--- src/rtl/wbq_pkg.sv ---
// Shared types and widths for the writeback queue.
// Included by the FIFO, the bus interface and the top.
package wbq_pkg;

  localparam int DATA_W = 32;
  localparam int REG_AW = 4;

  typedef struct packed {
    logic [REG_AW-1:0] dest;
    logic              mem_sel;
    logic [DATA_W-1:0] data;
  } wbq_entry_t;

endpackage

--- src/rtl/writeback_queue_if.sv ---
// Producer, register-file and lookup bundle of the writeback queue.
// master = surrounding pipeline, slave = the queue itself.
interface writeback_queue_if
  import wbq_pkg::*;
#(
  parameter int DEPTH = 4
) ();

  localparam int CW = $clog2(DEPTH) + 1;

  logic              alu_valid;
  logic [REG_AW-1:0] alu_dest;
  logic [DATA_W-1:0] alu_result;
  logic              alu_ready;

  logic              mem_valid;
  logic [REG_AW-1:0] mem_dest;
  logic [DATA_W-1:0] mem_data;
  logic              mem_ready;

  logic              wr_hold;
  logic              wr_en;
  logic [REG_AW-1:0] wr_dest;
  logic              wr_mem_sel;
  logic [DATA_W-1:0] wr_data;

  logic [REG_AW-1:0] q_src1;
  logic [REG_AW-1:0] q_src2;
  logic              q_hit1;
  logic              q_hit2;
  logic [DATA_W-1:0] q_data1;
  logic [DATA_W-1:0] q_data2;

  logic [CW-1:0]     count;

  modport master (
    output alu_valid, alu_dest, alu_result,
    output mem_valid, mem_dest, mem_data,
    output wr_hold, q_src1, q_src2,
    input  alu_ready, mem_ready,
    input  wr_en, wr_dest, wr_mem_sel, wr_data,
    input  q_hit1, q_hit2, q_data1, q_data2,
    input  count
  );

  modport slave (
    input  alu_valid, alu_dest, alu_result,
    input  mem_valid, mem_dest, mem_data,
    input  wr_hold, q_src1, q_src2,
    output alu_ready, mem_ready,
    output wr_en, wr_dest, wr_mem_sel, wr_data,
    output q_hit1, q_hit2, q_data1, q_data2,
    output count
  );

endinterface

--- src/rtl/wbq_fifo.sv ---
// Circular buffer of writeback entries with per-slot valid bits
// exposed so the top can search every queued destination.
module wbq_fifo
  import wbq_pkg::*;
#(
  parameter int DEPTH = 4,
  parameter int PW    = $clog2(DEPTH),
  parameter int CW    = PW + 1
) (
  input  logic                   clk,
  input  logic                   rst,
  input  logic                   push_i,
  input  wbq_entry_t             entry_i,
  input  logic                   pop_i,
  output wbq_entry_t             head_o,
  output logic [PW-1:0]          head_idx_o,
  output logic [CW-1:0]          count_o,
  output wbq_entry_t [DEPTH-1:0] entries_o,
  output logic [DEPTH-1:0]       valid_o
);

  wbq_entry_t [DEPTH-1:0] mem_q;
  logic [DEPTH-1:0]       vld_q, vld_d;
  logic [PW-1:0]          wp_q, wp_d;
  logic [PW-1:0]          rp_q, rp_d;
  logic [CW-1:0]          cnt_q, cnt_d;

  always_comb begin
    vld_d = vld_q;
    wp_d  = wp_q;
    rp_d  = rp_q;
    if (pop_i) begin
      vld_d[rp_q] = 1'b0;
      rp_d        = rp_q + PW'(1);
    end
    if (push_i) begin
      vld_d[wp_q] = 1'b1;
      wp_d        = wp_q + PW'(1);
    end
    unique case ({push_i, pop_i})
      2'b10:   cnt_d = cnt_q + CW'(1);
      2'b01:   cnt_d = cnt_q - CW'(1);
      default: cnt_d = cnt_q;
    endcase
  end

  always_ff @(posedge clk) begin
    if (rst) begin
      vld_q <= '0;
      wp_q  <= '0;
      rp_q  <= '0;
      cnt_q <= '0;
    end else begin
      vld_q <= vld_d;
      wp_q  <= wp_d;
      rp_q  <= rp_d;
      cnt_q <= cnt_d;
    end
  end

  // Payload needs no reset; the valid bits gate every use of it.
  always_ff @(posedge clk) begin
    if (push_i) mem_q[wp_q] <= entry_i;
  end

  assign head_o     = mem_q[rp_q];
  assign head_idx_o = rp_q;
  assign count_o    = cnt_q;
  assign entries_o  = mem_q;
  assign valid_o    = vld_q;

endmodule

--- src/rtl/writeback_queue.sv ---
// In-order writeback queue feeding the register-file write port.
// Define WBQ_BYPASS_EN for zero-latency pass-through when empty.
module writeback_queue
  import wbq_pkg::*;
#(
  parameter int DEPTH = 4
) (
  input  logic             clk,
  input  logic             rst,
  writeback_queue_if.slave bus
);

  localparam int PW = $clog2(DEPTH);
  localparam int CW = PW + 1;

  wbq_entry_t             head;
  wbq_entry_t [DEPTH-1:0] ents;
  logic [DEPTH-1:0]       vld;
  logic [PW-1:0]          head_idx;
  logic [CW-1:0]          cnt;

  logic       full, empty;
  logic       mem_acc, alu_acc, acc;
  logic       byp, push, pop;
  wbq_entry_t in_e, out_e;

  assign full  = cnt == CW'(DEPTH);
  assign empty = cnt == '0;

  // Loads win; an ALU result simply waits for a free cycle.
  assign bus.mem_ready = !full && !rst;
  assign bus.alu_ready = !full && !bus.mem_valid && !rst;

  assign mem_acc = bus.mem_valid && bus.mem_ready;
  assign alu_acc = bus.alu_valid && bus.alu_ready;
  assign acc     = mem_acc || alu_acc;

  always_comb begin
    in_e.dest    = bus.alu_dest;
    in_e.mem_sel = 1'b0;
    in_e.data    = bus.alu_result;
    if (mem_acc) begin
      in_e.dest    = bus.mem_dest;
      in_e.mem_sel = 1'b1;
      in_e.data    = bus.mem_data;
    end
  end

`ifdef WBQ_BYPASS_EN
  assign byp = acc && empty && !bus.wr_hold;
`else
  assign byp = 1'b0;
`endif

  assign push = acc && !byp;
  assign pop  = !empty && !bus.wr_hold && !rst;

  wbq_fifo #(
    .DEPTH (DEPTH)
  ) u_fifo (
    .clk        (clk),
    .rst        (rst),
    .push_i     (push),
    .entry_i    (in_e),
    .pop_i      (pop),
    .head_o     (head),
    .head_idx_o (head_idx),
    .count_o    (cnt),
    .entries_o  (ents),
    .valid_o    (vld)
  );

  always_comb begin
    out_e = '0;
    unique case (1'b1)
      !empty && !rst: out_e = head;
      byp:            out_e = in_e;
      default:        out_e = '0;
    endcase
  end

  assign bus.wr_en      = pop || byp;
  assign bus.wr_dest    = out_e.dest;
  assign bus.wr_mem_sel = out_e.mem_sel;
  assign bus.wr_data    = out_e.data;
  assign bus.count      = cnt;

  // Walk oldest to youngest so the last match left standing wins.
  function automatic logic [DATA_W:0] lookup(
    input logic [REG_AW-1:0]    src,
    input wbq_entry_t [DEPTH-1:0] e,
    input logic [DEPTH-1:0]     v,
    input logic [PW-1:0]        h
  );
    logic [PW-1:0] idx;
    lookup = '0;
    for (int k = 0; k < DEPTH; k++) begin
      idx = h + PW'(k);
      if (v[idx] && e[idx].dest == src) begin
        lookup = {1'b1, e[idx].data};
      end
    end
  endfunction

  logic [DATA_W:0] lk1, lk2;

  always_comb begin
    lk1 = '0;
    lk2 = '0;
    if (!rst) begin
      lk1 = lookup(bus.q_src1, ents, vld, head_idx);
      lk2 = lookup(bus.q_src2, ents, vld, head_idx);
    end
  end

  assign {bus.q_hit1, bus.q_data1} = lk1;
  assign {bus.q_hit2, bus.q_data2} = lk2;

endmodule

--- src/flat_wrapper.sv ---
// flat-port wrapper written by rule: the top's interface ports become plain ports
module writeback_queue_flat import wbq_pkg::*;
#(
  parameter int DEPTH = 4
)
  (clk, rst, bus_alu_valid, bus_alu_dest, bus_alu_result, bus_mem_valid, bus_mem_dest, bus_mem_data, bus_wr_hold, bus_q_src1, bus_q_src2, bus_alu_ready, bus_mem_ready, bus_wr_en, bus_wr_dest, bus_wr_mem_sel, bus_wr_data, bus_q_hit1, bus_q_hit2, bus_q_data1, bus_q_data2, bus_count);
  writeback_queue_if #(.DEPTH(DEPTH)) bus_i ();
  input  logic clk;
  input  logic rst;
  input wire logic [$bits(bus_i.alu_valid)-1:0] bus_alu_valid;
  input wire logic [$bits(bus_i.alu_dest)-1:0] bus_alu_dest;
  input wire logic [$bits(bus_i.alu_result)-1:0] bus_alu_result;
  input wire logic [$bits(bus_i.mem_valid)-1:0] bus_mem_valid;
  input wire logic [$bits(bus_i.mem_dest)-1:0] bus_mem_dest;
  input wire logic [$bits(bus_i.mem_data)-1:0] bus_mem_data;
  input wire logic [$bits(bus_i.wr_hold)-1:0] bus_wr_hold;
  input wire logic [$bits(bus_i.q_src1)-1:0] bus_q_src1;
  input wire logic [$bits(bus_i.q_src2)-1:0] bus_q_src2;
  output wire logic [$bits(bus_i.alu_ready)-1:0] bus_alu_ready;
  output wire logic [$bits(bus_i.mem_ready)-1:0] bus_mem_ready;
  output wire logic [$bits(bus_i.wr_en)-1:0] bus_wr_en;
  output wire logic [$bits(bus_i.wr_dest)-1:0] bus_wr_dest;
  output wire logic [$bits(bus_i.wr_mem_sel)-1:0] bus_wr_mem_sel;
  output wire logic [$bits(bus_i.wr_data)-1:0] bus_wr_data;
  output wire logic [$bits(bus_i.q_hit1)-1:0] bus_q_hit1;
  output wire logic [$bits(bus_i.q_hit2)-1:0] bus_q_hit2;
  output wire logic [$bits(bus_i.q_data1)-1:0] bus_q_data1;
  output wire logic [$bits(bus_i.q_data2)-1:0] bus_q_data2;
  output wire logic [$bits(bus_i.count)-1:0] bus_count;
  assign bus_i.alu_valid = bus_alu_valid;
  assign bus_i.alu_dest = bus_alu_dest;
  assign bus_i.alu_result = bus_alu_result;
  assign bus_i.mem_valid = bus_mem_valid;
  assign bus_i.mem_dest = bus_mem_dest;
  assign bus_i.mem_data = bus_mem_data;
  assign bus_i.wr_hold = bus_wr_hold;
  assign bus_i.q_src1 = bus_q_src1;
  assign bus_i.q_src2 = bus_q_src2;
  assign bus_alu_ready = bus_i.alu_ready;
  assign bus_mem_ready = bus_i.mem_ready;
  assign bus_wr_en = bus_i.wr_en;
  assign bus_wr_dest = bus_i.wr_dest;
  assign bus_wr_mem_sel = bus_i.wr_mem_sel;
  assign bus_wr_data = bus_i.wr_data;
  assign bus_q_hit1 = bus_i.q_hit1;
  assign bus_q_hit2 = bus_i.q_hit2;
  assign bus_q_data1 = bus_i.q_data1;
  assign bus_q_data2 = bus_i.q_data2;
  assign bus_count = bus_i.count;
  writeback_queue #(.DEPTH(DEPTH)) u_core (.clk(clk), .rst(rst), .bus(bus_i));
endmodule
--- config.mk ---
export PLATFORM = sky130hd
export DESIGN_NAME = writeback_queue_flat
export DESIGN_NICKNAME = d
export VERILOG_FILES = /design/src/rtl/wbq_pkg.sv /design/src/rtl/writeback_queue_if.sv /design/src/rtl/wbq_fifo.sv /design/src/rtl/writeback_queue.sv /design/src/flat_wrapper.sv
export SDC_FILE = /design/constraint.sdc
export NUM_CORES = 1
export LEC_CHECK = 0
export ABC_AREA = 1
export BUFFER_PORTS_ARGS = -buffer_cell sky130_fd_sc_hd__buf_2
export CAP_MARGIN = 25
export CORE_ASPECT_RATIO = 0.9
export CORE_MARGIN = 2
export CORE_UTILIZATION = 40
export CTS_BUF_LIST = sky130_fd_sc_hd__clkbuf_16
export CTS_CLUSTER_SIZE = 40
export DETAILED_ROUTE_END_ITERATION = 10
export SYNTH_ARGS = -nofsm -noshare
export SYNTH_HDL_FRONTEND = slang
export SYNTH_SLANG_ARGS = --single-unit
--- constraint.sdc ---
create_clock -name clk -period 3.1 [get_ports clk]
set_clock_uncertainty 0.15 [all_clocks]
set_input_delay 0.31 -clock clk [delete_from_list [all_inputs] [get_ports clk]]
set_output_delay 0.31 -clock clk [all_outputs]
set_load 0.005 [all_outputs]
# [Yosys cells after proc, flatten, opt, wreduce, memory -nomap -nowiden]
# Index checks and enable logic that the tools add are counted.
[op_classes] add_sub_neg=6 n_lt_le_gt_ge=7 eq_ne=11 muxes=38 bitwise_logic=3 n_reduce_logical=26
[op_table] op="$mux W33" count=10
[op_table] op="$bmux W37 S2" count=4
[op_table] op="$mux W37" count=7
[op_table] op="$bwmux W148" count=1
[op_table] op="$demux W37 S2" count=1
[op_table] op="$eq A4 B4 Y1" count=8
[op_table] op="$logic_and A1 B1 Y1" count=18
[op_table] op="$lt A2 B3 Y1 const B" count=5
[op_table] op="$bmux W1 S2" count=4
[op_table] op="$mux W4" count=2
[op_table] op="$mux W1" count=6
[op_table] op="$pmux W3 S2" count=1
[op_table] op="$logic_not A1 Y1" count=5
[op_table] op="$add A2 B1 Y2 const B" count=2
[op_table] op="$add A2 B2 Y2 const B" count=2
[op_table] op="$and A4 B4 Y4" count=1
[op_table] op="$demux W1 S2" count=2
[op_table] op="$ge A2 B1 Y1 const B" count=2
[op_table] op="$not A4 Y4" count=1
[op_table] op="$or A4 B4 Y4" count=1
[op_table] op="$add A3 B1 Y3 const B" count=1
[op_table] op="$eq A3 B3 Y1 const B" count=1
[op_table] op="$logic_not A3 Y1" count=1
[op_table] op="$sub A3 B1 Y3 const B" count=1
[op_table] op="4 further kinds" count=4
[totals] reg_bits=159 inputBits=85 output_inout_bits=109 wordCells=107

# [Logic depth before layout (Yosys ltp)]
# Gate-level depths: netlist of the first run.
[depth] ltp_word=9 ltp_mapped=17 ltp_nobuf=13

# [Modules after synthesis]
# Synthesis of the first run repeated with hierarchy kept, for this count alone.
[hier_totals] cells_unflattened=2246 area_unflattened_um2=13868.3
[by_module_without_submodules] module="writeback_queue" n_inst=1 cells_each=1816 area_per_inst_um2=7825.0 seq_area_each_um2=0.0
[by_module_without_submodules] module="wbq_fifo" n_inst=1 cells_each=430 area_per_inst_um2=6043.3 seq_area_each_um2=4664.5

# [Worst setup path before layout of the first run]
# No wires, ideal clock.
[synth_path] path_type="register to output" from="register u_core.u_fifo.rp_q[1] (netlist: u_core.u_fifo.head_idx_o[1])" to="output port bus_q_data2[10]" t_arrival_ns=2.716 required_time_ns=2.640 setup_slack_ns=-0.076 stages_incl_launch_ff=16 path_buffers=6 path_cell_list="dfxtp_1 inv_2 clkbuf_1 buf_1 ha_1 inv_2 buf_2 buf_2 nand2_1 o21ai_1 nand4_1 nor3_1 buf_2 buf_2 nor2_1 a21oi_1"
[synth_between] elab_chain_cells=9 word_cells_on_any_way=32 cone_classes="add/sub (3); eq/ne (4); mux (21); reduce/logical (4)"
[synth_lines] element="from (decl)" line="wbq_fifo.sv:25" source="logic [PW-1:0] rp_q, rp_d;"
[synth_lines] element="from (signal assigned)" line="wbq_fifo.sv:56" source="rp_q <= rp_d;"
[synth_lines] element="$add A2 B1 Y2 / $bmux W37 S2 (equally long branches)" line="writeback_queue.sv:98, writeback_queue.sv:99, writeback_queue.sv:100"
[synth_lines] element="$bmux W37 S2 / $mux W37 (equally long branches)" line="writeback_queue.sv:99, writeback_queue.sv:100"
[synth_lines] element="$mux W37 (implied by the code) / $eq A4 B4 Y1 (equally long branches)" line="writeback_queue.sv:99" source="if (v[idx] && e[idx].dest == src) begin"
[synth_lines] element="$eq A4 B4 Y1 / $logic_and A1 B1 Y1 (equally long branches)" line="writeback_queue.sv:99"
[synth_lines] element="$logic_and A1 B1 Y1 / $mux W33 (equally long branches)" line="writeback_queue.sv:99"
[synth_lines] element="$mux W33 (2 in a row)" line="writeback_queue.sv:99"
[synth_lines] element="$mux W33 (*)" line="writeback_queue.sv:99"
[synth_lines] element="$mux W33 (*)" line="writeback_queue.sv:110" source="if (!rst) begin"
[synth_lines] element="to (decl)" line="flat_wrapper.sv:28" source="output wire logic [$bits(bus_i.q_data2)-1:0] bus_q_data2;"
# Every way passes the cells marked *; elsewhere a longest branch is shown, timed or not. The select of a mux whose other input is x is not followed.

# [Final worst setup path of the first run]
[layout_path] from="register u_core.u_fifo.rp_q[0] (netlist: u_core.u_fifo.head_idx_o[0])" to="output port bus_q_data1[22]"
[layout_between] elab_chain_cells=9 word_cells_on_any_way=32 cone_classes="add/sub (3); eq/ne (4); mux (21); reduce/logical (4)"
[layout_lines] element="$add A2 B1 Y2 / $bmux W37 S2 (equally long branches)" line="writeback_queue.sv:98, writeback_queue.sv:99, writeback_queue.sv:100"
[layout_lines] element="$bmux W37 S2 / $mux W37 (equally long branches)" line="writeback_queue.sv:99, writeback_queue.sv:100"
[layout_lines] element="$mux W37 (implied by the code) / $eq A4 B4 Y1 (equally long branches)" line="writeback_queue.sv:99"
[layout_lines] element="$eq A4 B4 Y1 / $logic_and A1 B1 Y1 (equally long branches)" line="writeback_queue.sv:99"
[layout_lines] element="$logic_and A1 B1 Y1 / $mux W33 (equally long branches)" line="writeback_queue.sv:99"
[layout_lines] element="$mux W33 (2 in a row)" line="writeback_queue.sv:99"
[layout_lines] element="$mux W33 (*)" line="writeback_queue.sv:99"
[layout_lines] element="$mux W33 (*)" line="writeback_queue.sv:110"
[layout_lines] element="to (decl)" line="flat_wrapper.sv:27" source="output wire logic [$bits(bus_i.q_data1)-1:0] bus_q_data1;"
# Marks and branches as above.

==> results of run 1 <==
[synth_stat cells (6+ instances only)]
cell	n
edfxtp_1	148
a21oi_2	12
buf_1	10
nand2_1	739
dfxtp_1	11
nor2_1	191
ha_1	9
buf_6	6
clkbuf_1	63
nand3_1	55
a21oi_1	65
buf_2	42
o21ai_1	47
nand3_2	6
o21ai_0	290
inv_1	183
nand4_1	12
[final timing paths]
kind                               start                        to  slack (ns)  cells past startpoint
min                                  rst  u_core.u_fifo.count_o[1]        0.04                      2
max reg2reg     u_core.u_fifo.count_o[0]  u_core.u_fifo.count_o[2]        0.76                     12
max          u_core.u_fifo.head_idx_o[0]           bus_q_data1[22]       -0.11                     14
min reg2reg     u_core.u_fifo.valid_o[3]  u_core.u_fifo.valid_o[3]        0.32                      2
[what timing repair did]
item / in CTS / in global routing
cloned: 6 / 2
setup buffers: 18 / 1
endpoints found under the setup margin: 69 / 68
resized for setup: 103 / 82
pin swaps: 31 / 10
[cells by family after synthesis]
group	after synthesis	synth area share, %
buf+inv	312	10.5
fa+ha+maj	10	1.08
simple gates	1018	32.8
compound gates	418	17.5
flops	159	38.1
[sequential cells by signal, indices dropped and copies added, names as in the netlist]
register                  cells
u_core.u_fifo.count_o         3
u_core.u_fifo.valid_o         4
u_core.u_fifo.entries_o     148
u_core.u_fifo.head_idx_o      2
u_core.u_fifo.wp_q            2
[power by group through the flow]
stage / sequential (mW) / clock [mW] / combinational, mW
2_1_floorplan: 2.56 / 0 / 1.69
3_5_place_dp: 2.56 / 0 / 2.54
6_report: 2.52 / 2.06 / 2.87
4_1_cts: 2.52 / 2.09 / 2.76
3_3_place_gp: 2.56 / 0 / 2.51
5_1_grt: 2.53 / 2.17 / 3.22
[routing by layer]
| layer | wire length (um) | track usage [%] | up-vias |
|---|---|---|---|
| li1 | - | - | 6553 |
| met1 | 18200 | 33.2 | 5986 |
| met2 | 18300 | 41.1 | 476 |
| met3 | 2650 | 3.67 | 78 |
| met4 | 1000 | 8.49 | 0 |
| met5 | 0 | 0 | - |
[cells in the final DEF (no fill, tap or decap), drive strengths merged, types with 3 or more instances in the layout]
cell type	n
a21oi	77
buf	305
clkbuf	20
clkinv	3
dfxtp	11
edfxtp	148
ha	9
inv	197
nand2	742
nand3	61
nand3b	4
nand4	12
nor2	197
o21ai	338
[stage by stage]
step / total power [mW] / std cells / worst slack, ns
5_1_grt: 7.92 / 2536 / -0.216
6_report: 7.45 / 2536 / -0.115
2_1_floorplan: 4.25 / 1917 / 0.0530
3_3_place_gp: 5.07 / 2477 / 0.199
4_1_cts: 7.37 / 2533 / -0.0463
3_5_place_dp: 5.10 / 2477 / 0.164
[area by class of cell]
| type | count | area share (%) |
|---|---|---|
| clock buffer | 17 | 2.71 |
| clock inverter | 15 | 0.932 |
| inverter | 188 | 4.57 |
| multi-input combinational | 1446 | 43.2 |
| sequential | 159 | 29.7 |
| tap | 403 | 3.21 |
| timing repair buffer | 308 | 15.6 |
[critical path, stage by stage, from the launching register on]
cell and delay (ns):
dfxtp_4 0.37, inv_4 0.05, ha_4 0.32, buf_12 0.15, nand3_4 0.10, nand3_2 0.08
nand2_2 0.07, nor2_4 0.14, nand3_4 0.14, a21oi_4 0.20, buf_6 0.17, buf_12 0.14
nand2_2 0.07, a21oi_4 0.18, buf_2 0.14
==> results by group, run 1 <==
STA
  • Unrepaired setup endpoints after global routing: yes
  • Relative slew slack: 43.9%
  • Period utilization: 104%
  • Worst Hold Slack: roughly 0.042 ns
  • Period minus WS final: 3.21 ns
  • Hold Fails Final Rpt: 0
  • Worst slew pin tran: ~0.84 ns
  • Final Setup Violations: 49
  • Fin. max-slew vios: 0
  • Setup TNS: -1.77 ns
  • Worst Slack Setup Final: -0.115 ns
  • Highest clock rate: 0.311 GHz

Global route
  • Pin count of the biggest net entering global routing: between 90 and 100
  • All-Layer GR Usage: approximately 25%
  • Number of global-route vias before repair: approximately 12000
  • Global route overflow: 0
  • First-pass GRT wire length: 62200 um
  • Initial antenna violation count: 0

Detailed routing
  • 1st-iter DRT viols: ~1200
  • DR vias: about 13000
  • Wirelength per Cell: ~16 um
  • DRT Wirelength: roughly 40000 um
  • DRT antenna net count: 0
  • DRT Pass-1 Iters: 5
  • Vias per Instance: 5.16
  • DRC Markers: 0

Die
  • Die ar.: around 32000 sq um
  • X dimension of the die: 188 um
  • Core area: between 30000 and 40000 sq um
  • Die Y: 170 um
  • # rows: 60
  • I/O pin total: 194
  • Initial Util: about two fifths

Placed design
  • PortBufs: roughly 190
  • Placer congestion estimate: about 0.9
  • Dpl hpwl: approximately 26000 um
  • Cell Area, Placed: ~14000 sq um

Clock network
  • Htree depth: 4
  • Clock insertion delay at the later pin of the skew report: roughly 0.43 ns
  • CTS tree: yes
  • Hold Buf Count CTS: 0
  • CTS root buf: clkbuf_16
  • Num CTS Buffers: 17
  • Clk sinks: approximately 160
  • Clock slew at reported path FFs: about 0.060 ns
  • Clock Tree Buf Depth: 2

Pwr
  • Clock power share: between 20% and 30%
  • Switching Fraction: approximately two fifths
  • Reg power frac: between 30 and 40%
  • Power density over cell area: around 470 nW/um^2
  • Leak: roughly 7.4 nW
  • Logic pwr share: about two fifths
  • Internal power: roughly 4.6 mW
  • Net Switching: between 2 and 3 mW
  • Worst VDD drop: roughly 0.36 mV

Synth
  • Flops & latches, synth: approximately 160
  • Post-synth top flop: edfxtp_1
  • EDFF count, synth: 148
  • Net Count, Synth: approximately 2000
  • Ranking of synthesized cells by area: edfxtp_1 36%, nand2_1 23%, o21ai_0 12%
  • Warnings, synthesis: 0
  • Syn_area_per_cell: around 6.4 sq um
  • Synthesized cell area: 12200 sq um
  • Leading area contributor after synthesis: edfxtp_1
  • Sequential fraction of the synthesis area: 38.1%
  • Post-Syn Instances: about 1900
  • Area share of the largest cell type after synthesis: roughly 36%
  • Synth unique cells: 30
  • Ys async rst share: 0%

Setup path
  • Critical setup path kind: register to primary output
  • Crit path max fanout: 8
  • Setup crit end kind: primary output
  • Crit start category: register
  • WP data arrival: roughly 2.8 ns
  • Worst endpoint required time: approximately 2.6 ns

Worst hold path
  • Worst Hold Class: input pin to register

Finish
  • Register area: ~4700 sq um
  • Fin area: around 16000 sq um
  • # fillers: 2933
  • Area growth syn-to-layout: 28.3%
  • Share of the core filled with cells: around 52%
  • Ant. Diodes: 0
  • # nets final: approximately 2200
  • Area of the multi-input gates: roughly 6800 sq um
  • Ratio of cells with drive above 1 in the final layout: 22.3%

Status
  • Status: finished with violations
  • Failing checks: setup timing

Run
  • Max-cap violations: 0
Power figures use the tool's default switching activity.
==> run 2, diff against run 1 <==
--- a/config.mk
+++ b/config.mk
@@ -5,7 +5,7 @@
 export SDC_FILE = /design/constraint.sdc
 export NUM_CORES = 1
 export LEC_CHECK = 0
-export ABC_AREA = 1
+export ABC_AREA = 0
 export BUFFER_PORTS_ARGS = -buffer_cell sky130_fd_sc_hd__buf_2
 export CAP_MARGIN = 25
 export CORE_ASPECT_RATIO = 0.9
@@ -14,6 +14,7 @@
 export CTS_BUF_LIST = sky130_fd_sc_hd__clkbuf_16
 export CTS_CLUSTER_SIZE = 40
 export DETAILED_ROUTE_END_ITERATION = 10
+export GPL_ROUTABILITY_DRIVEN = 1
 export SYNTH_ARGS = -nofsm -noshare
 export SYNTH_HDL_FRONTEND = slang
 export SYNTH_SLANG_ARGS = --single-unit
==> results by group, run 2 <==
Status
  • Status: finished with violations
  • Failing checks: setup timing

Detailed routing
  • DRT antenna net count: 0 (unchanged)
  • DR vias: 11840 (-9.6%)
  • DRC Markers: 0 (unchanged)
  • DRT Wirelength: 43600 um (+8.7%)
  • Vias per Instance: 5.98 (+16%)
  • 1st-iter DRT viols: 932 (-20%)
  • Wirelength per Cell: 22.0 um (+39%)
  • DRT Pass-1 Iters: 5 (unchanged)

Die
  • Core area: 29800 sq um (-0.75%)
  • # rows: 60 (unchanged)
  • Die ar.: 31600 sq um (-1.2%)
  • Initial Util: 40.6% (-0.19 points)
  • X dimension of the die: 187 um (-0.60%)
  • I/O pin total: 194 (unchanged)
  • Die Y: 169 um (-0.59%)

STA
  • Worst Hold Slack: 0.0230 ns (-0.0188 ns)
  • Period minus WS final: 3.86 ns (+0.647 ns)
  • Unrepaired setup endpoints after global routing: yes
  • Setup TNS: -44.49 ns (-42.72 ns)
  • Period utilization: 125% (+21 points)
  • Final Setup Violations: 66 (+35%)
  • Relative slew slack: 47.9% (+4.0 points)
  • Fin. max-slew vios: 0 (unchanged)
  • Worst Slack Setup Final: -0.761 ns (-0.647 ns)
  • Worst slew pin tran: 0.781 ns (-0.0599 ns)
  • Hold Fails Final Rpt: 0 (unchanged)
  • Highest clock rate: 0.259 GHz (-17%)

Placed design
  • Pre-CTS setup slack: -0.302 ns (-0.465 ns)
  • Placer congestion estimate: 0.864 (-6.6%)
  • Placed Cells: 1917 (-23%)
  • Dpl hpwl: 27900 um (+7.9%)
  • PortBufs: 193 (unchanged)

Pwr
  • Worst VDD drop: 0.383 mV (+7.6%)
  • Leak: 6.12 nW (-17%)
  • Power density over cell area: 503 nW/um^2 (+5.9%)

Synth
  • Post-Syn Instances: 1240 (-35%)
  • Synth unique cells: 46 (+53%)
  • Warnings, synthesis: 0 (unchanged)
  • Most numerous cell in the Yosys netlist: a21oi_1
  • Post-synth top flop: edfxtp_1
  • Flops & latches, synth: 159 (unchanged)
  • Leading area contributor after synthesis: edfxtp_1
  • Net Count, Synth: 1335 (-34%)
  • Ys async rst share: 0% (unchanged)
  • Synthesized cell area: 12100 sq um (-1.2%)
  • Syn_area_per_cell: 9.75 sq um (+53%)
  • Area share of the largest cell type after synthesis: 36.8% (+0.45 points)
  • Commonest cells post-synth: 156 x a21oi_1, 148 x edfxtp_1, 107 x nand2_1, 103 x mux2_2, 95 x o21ai_0
  • Sequential fraction of the synthesis area: 38.6% (+0.47 points)
  • EDFF count, synth: 148 (unchanged)
  • Ranking of synthesized cells by area: edfxtp_1 37%, mux2_2 9.6%, a21oi_1 6.5%

Finish
  • Ant. Diodes: 0 (unchanged)
  • Area growth syn-to-layout: 42.7%
  • Commonest non-fill, non-tap cell in the layout: buf_2
  • Share of the core filled with cells: 57.9% (+5.6 points)
  • Max reg flops: 148 (unchanged)
  • Final non-filler cell total: 1980 (-22%)
  • # fillers: 2502 (-15%)
  • Most frequent cells in the layout: 191 x buf_2, 185 x buf_4, 148 x edfxtp_1
  • # nets final: 1659 (-25%)
  • Ratio of cells with drive above 1 in the final layout: 49.6% (+27 points)
  • Area of the multi-input gates: 7880 sq um (+16%)
  • Register area: 4670 sq um (unchanged)

Clock network
  • Num CTS Buffers: 17 (unchanged)
  • Clock insertion delay at the later pin of the skew report: 0.44 ns (about the same)
  • CTS tree: yes
  • Htree depth: 4 (unchanged)
  • Clock slew at reported path FFs: 0.07 ns (about the same)
  • Hold Buf Count CTS: 0 (unchanged)
  • Clock Tree Buf Depth: 2 (unchanged)
  • CTS root buf: clkbuf_16
  • Clk sinks: 159 (unchanged)

Global route
  • Number of global-route vias before repair: 11083 (-7.6%)
  • Global route overflow: 0 (unchanged)
  • Pin count of the biggest net entering global routing: 68 (-30%)
  • Initial antenna violation count: 0 (unchanged)
  • All-Layer GR Usage: 25.5% (+0.67 points)
  • First-pass GRT wire length: 62900 um (+1.1%)

Worst hold path
  • Worst Hold Class: input pin to register

Setup path
  • Crit start category: register
  • Setup crit end kind: primary output
  • Critical setup path kind: register to primary output
  • Worst endpoint required time: 2.64 ns (about the same)
  • WP data arrival: 3.40 ns (+0.65 ns)
  • Crit path max fanout: 7 (-1)

Run
  • Max-cap violations: 0 (unchanged)
## run 2: layout make-up
| class | instances | area share, % |
|---|---|---|
| timing repair buffer | 442 | 20.7 |
| clock buffer | 17 | 2.47 |
| clock inverter | 15 | 0.783 |
| multi-input combinational | 927 | 45.7 |
| tap | 403 | 2.92 |
| inverter | 17 | 0.384 |
| sequential | 159 | 27.1 |
## run 2: worst paths after layout
check | depth (start not counted) | from | end | slack (ns)
setup / recovery | 12 | u_core.u_fifo.head_idx_o[0] | bus_q_data2[11] | -0.76
hold / removal | 2 | rst | u_core.u_fifo.valid_o[2] | 0.02
setup reg to reg | 9 | u_core.u_fifo.count_o[2] | u_core.u_fifo.count_o[2] | 0.59
hold reg to reg | 2 | u_core.u_fifo.valid_o[2] | u_core.u_fifo.valid_o[2] | 0.36
## run 2: routing by layer
layer  share of wire, %  up-vias  global-route usage, %  wire length (um)
li1                   -     5412                      -                 -
met1                 42     5760                   34.2             18500
met2                 47      573                   41.9             20600
met3                7.4       95                   4.11              3220
met4                2.9        0                   8.73              1280
met5                  0        -                      0                 0
## run 2: cells by family after synthesis
| kind of cell | count (synthesis) | share of synthesized area [%] |
|---|---|---|
| AOI/OAI and AO/OA | 391 | 21.9 |
| and+or+nand+nor | 289 | 10.5 |
| muxes | 199 | 19.5 |
| DFF | 159 | 38.6 |
| buffers and inverters | 154 | 5.72 |
| xor gates and xnor gates | 38 | 2.75 |
| adders and majority gates | 10 | 1.10 |
## run 2: timing repair
item                                    CTS  global route
endpoints found under the hold margin     0             0
endpoints found under the setup margin   75            72
buffers inserted                         11            11
resized for setup                        53            95
pin swaps                                32            62
gates cloned                              0             9
## run 2: critical path: stages, from the launching register on
cell and delay, ns:
dfxtp_4 0.36, inv_4 0.04, ha_4 0.31, buf_6 0.11
mux4_2 0.55, xnor2_2 0.21, nand3_2 0.19, nor2_4 0.26
buf_12 0.15, clkbuf_16 0.15, o221ai_1 0.18, a221oi_2 0.28
buf_2 0.16
## run 2: where the power goes
group | internal, mW | switching (mW) | leakage (nW)
sequential | 2.49 | 0.0590 | 1.44
clock | 1.12 | 0.933 | 0.277
combinational | 1.78 | 2.30 | 4.40
## run 2: stage by stage
step                      instance area, sq um  total power, mW
after floorplan                          12600             4.77
after global placement                   15400             6.18
after detailed placement                 15400             6.24
after CTS                                16300             8.38
after global routing                     17300             9.05
final                                    17300             8.67
==> run 3, diff against run 2 <==
--- a/config.mk
+++ b/config.mk
@@ -9,7 +9,7 @@
 export BUFFER_PORTS_ARGS = -buffer_cell sky130_fd_sc_hd__buf_2
 export CAP_MARGIN = 25
 export CORE_ASPECT_RATIO = 0.9
-export CORE_MARGIN = 2
+export CORE_MARGIN = 8
 export CORE_UTILIZATION = 40
 export CTS_BUF_LIST = sky130_fd_sc_hd__clkbuf_16
 export CTS_CLUSTER_SIZE = 40
==> results by group, run 3 (synthesized netlist as in run 2, its figures left out) <==
STA
  • Worst Hold Slack: 0.0730 ns (+0.0501 ns)
  • Worst Slack Setup Final: -0.809 ns (-0.0480 ns)
  • Relative slew slack: 48.1% (+0.18 points)
  • Period utilization: 126% (+1.5 points)
  • Hold Fails Final Rpt: 0 (unchanged)
  • Fin. max-slew vios: 0 (unchanged)
  • Unrepaired setup endpoints after global routing: yes
  • Period minus WS final: 3.91 ns (+0.0480 ns)
  • Worst slew pin tran: 0.779 ns (-0.00269 ns)
  • Highest clock rate: 0.256 GHz (-1.2%)
  • Setup TNS: -47.35 ns (-2.86 ns)
  • Final Setup Violations: 66 (unchanged)

Finish
  • Area of the multi-input gates: 8080 sq um (+2.6%)
  • Area growth syn-to-layout: 44.5%
  • Max reg flops: 148 (unchanged)
  • Register area: 4670 sq um (about the same)
  • # nets final: 1666 (+0.42%)
  • Fin area: 17500 sq um (+1.3%)
  • Ant. Diodes: 0 (unchanged)
  • Commonest non-fill, non-tap cell in the layout: buf_4
  • # fillers: 2477 (-1.0%)
  • Most frequent cells in the layout: 194 x buf_4, 192 x buf_2, 151 x a21oi_1
  • Ratio of cells with drive above 1 in the final layout: 50.5% (+0.92 points)

Detailed routing
  • DR vias: 12079 (+2.0%)
  • Vias per Instance: 6.08 (+1.7%)
  • DRT antenna net count: 0 (unchanged)
  • DRT Wirelength: 45400 um (+4.2%)
  • Wirelength per Cell: 22.9 um (+3.8%)
  • 1st-iter DRT viols: 1277 (+37%)
  • DRC Markers: 0 (unchanged)
  • DRT Pass-1 Iters: 6 (+1)

Setup path
  • CP delay by family, top: buffers and inverters
  • Crit path cell chain: inv_4, ha_4, mux4_2, xnor2_2, nand4_1, buf_6, nor2_4, buf_12, clkbuf_16, o221ai_1, a221oi_2, buf_2
  • WP buf/inv: 5 (unchanged)
  • Critical setup path kind: register to primary output
  • Crit start category: register
  • WP data arrival: 3.45 ns (+0.05 ns)
  • Crit path max fanout: 8 (+1)
  • Setup crit end kind: primary output
  • FF-to-FF End: u_core.u_fifo.count_o[2]
  • Critical path's largest stage delay: 0.58 ns (+0.03 ns)
  • Worst Reg2Reg Path Length in Cells: 9 (unchanged)
  • Reg2reg setup slack: 0.69 ns (+0.10 ns)
  • CP max stage cell: mux4_2
  • RR Startpoint: u_core.u_fifo.count_o[0]
  • Worst endpoint required time: 2.64 ns (about the same)

Clock network
  • CTS root buf: clkbuf_16
  • Num CTS Buffers: 17 (unchanged)
  • Clock slew at reported path FFs: 0.07 ns (about the same)
  • Clock insertion delay at the later pin of the skew report: 0.43 ns (about the same)
  • CTS tree: yes
  • Clock Tree Buf Depth: 2 (unchanged)
  • Clk sinks: 159 (unchanged)
  • Htree depth: 4 (unchanged)

Placed design
  • Dpl hpwl: 29200 um (+4.9%)
  • PortBufs: 193 (unchanged)
  • Cell Area, Placed: 15400 sq um (-0.40%)
  • Pre-CTS setup slack: -0.307 ns (-0.00542 ns)
  • Placer congestion estimate: 0.871 (+0.81%)

Die
  • Die ar.: 36100 sq um (+14%)
  • # rows: 60 (unchanged)
  • Die Y: 181 um (+7.1%)
  • Initial Util: 40.6% (unchanged)
  • Core area: 29800 sq um (unchanged)
  • X dimension of the die: 199 um (+6.4%)
  • I/O pin total: 194 (unchanged)

Pwr
  • Power density over cell area: 508 nW/um^2 (+1.0%)
  • Worst VDD drop: 0.422 mV (+10%)
  • Leak: 6.13 nW (+0.23%)

Worst hold path
  • Hold Crit Endpoint: u_core.u_fifo.entries_o[120]
  • Hold_sp: bus_alu_result[9]
  • Worst hold path stage count: 2 (unchanged)
  • Worst Hold Class: input pin to register

Run
  • Max-cap violations: 0 (unchanged)

Global route
  • Initial antenna violation count: 0 (unchanged)
  • Met2 GRT Util: 38.1% (-3.8 points)
  • All-Layer GR Usage: 23.3% (-2.2 points)
  • Grt met1 use: 31.0% (-3.3 points)
  • Pin count of the biggest net entering global routing: 80 (+18%)
  • Grt met3 use: 4.14% (+0.037 points)
  • Global route overflow: 0 (unchanged)
  • Number of global-route vias before repair: 11602 (+4.7%)
  • Top Usage Layer GRT: met2
  • First-pass GRT wire length: 66200 um (+5.4%)

Status
  • Status: finished with violations
  • Failing checks: setup timing
run 3: cell count changes in the layout (fill, tap and decap cells not counted), moves of 6 or more:
| cell | before | now |
|---|---|---|
| o221ai_4 | 15 | 22 |
| buf_4 | 185 | 194 |
| nor3_1 | 36 | 25 |
| nor3_2 | 24 | 38 |
| buf_12 | 38 | 32 |
run 3: worst max-delay path by stage:
stage | start | endpoint | cells past startpoint
floorplan | u_core.u_fifo.head_idx_o[0] | bus_q_data1[11] | 15
global placement | u_core.u_fifo.head_idx_o[0] | bus_q_data1[1] | 9
detailed placement | u_core.u_fifo.head_idx_o[0] | bus_q_data1[3] | 11
CTS | u_core.u_fifo.head_idx_o[0] | bus_q_data1[3] | 11
global route | u_core.u_fifo.head_idx_o[0] | bus_q_data1[31] | 12
finish | u_core.u_fifo.head_idx_o[0] | bus_q_data1[17] | 12
run 3: metal layers:
layer	vias to the layer above	share of wire [%]	wire (um)
met1	5858	41	18500
met5	-	0	0
li1	5443	-	-
met4	0	2.6	1200
met2	660	48	21700
met3	118	8.9	4030
run 3: report_power, final:
part | switching, mW | internal (mW) | total (mW)
Sequential | 0.0617 | 2.49 | 2.55
Combinational | 2.31 | 1.80 | 4.11
Clock | 0.933 | 1.28 | 2.21
run 3: layout make-up:
| type | count | share of cell area, % |
|---|---|---|
| clock buffer | 17 | 2.43 |
| clock inverter | 15 | 1.04 |
| inverter | 17 | 0.380 |
| multi-input combinational | 928 | 46.3 |
| sequential | 159 | 26.7 |
| tap | 403 | 2.89 |
| timing repair buffer | 448 | 20.3 |
run 3: what timing repair did:
| item | 4_1_cts | 5_1_grt |
|---|---|---|
| gates cloned | 5 | 7 |
| endpoints found under the setup margin | 83 | 76 |
| hold buffers | 1 | 0 |
| resized for setup | 64 | 107 |
| endpoints found under the hold margin | 3 | 0 |
| pin swaps | 26 | 68 |
| buffers inserted | 11 | 9 |
run 3: stage by stage:
step           utilization, %  total power, mW  cells
5_1_grt                  58.6             9.26   1987
2_1_floorplan               -             4.77   1240
3_5_place_dp             51.5             6.22   1923
3_3_place_gp             51.5             6.16   1923
4_1_cts                  55.5             8.58   1972
6_report                 58.6             8.87   1987
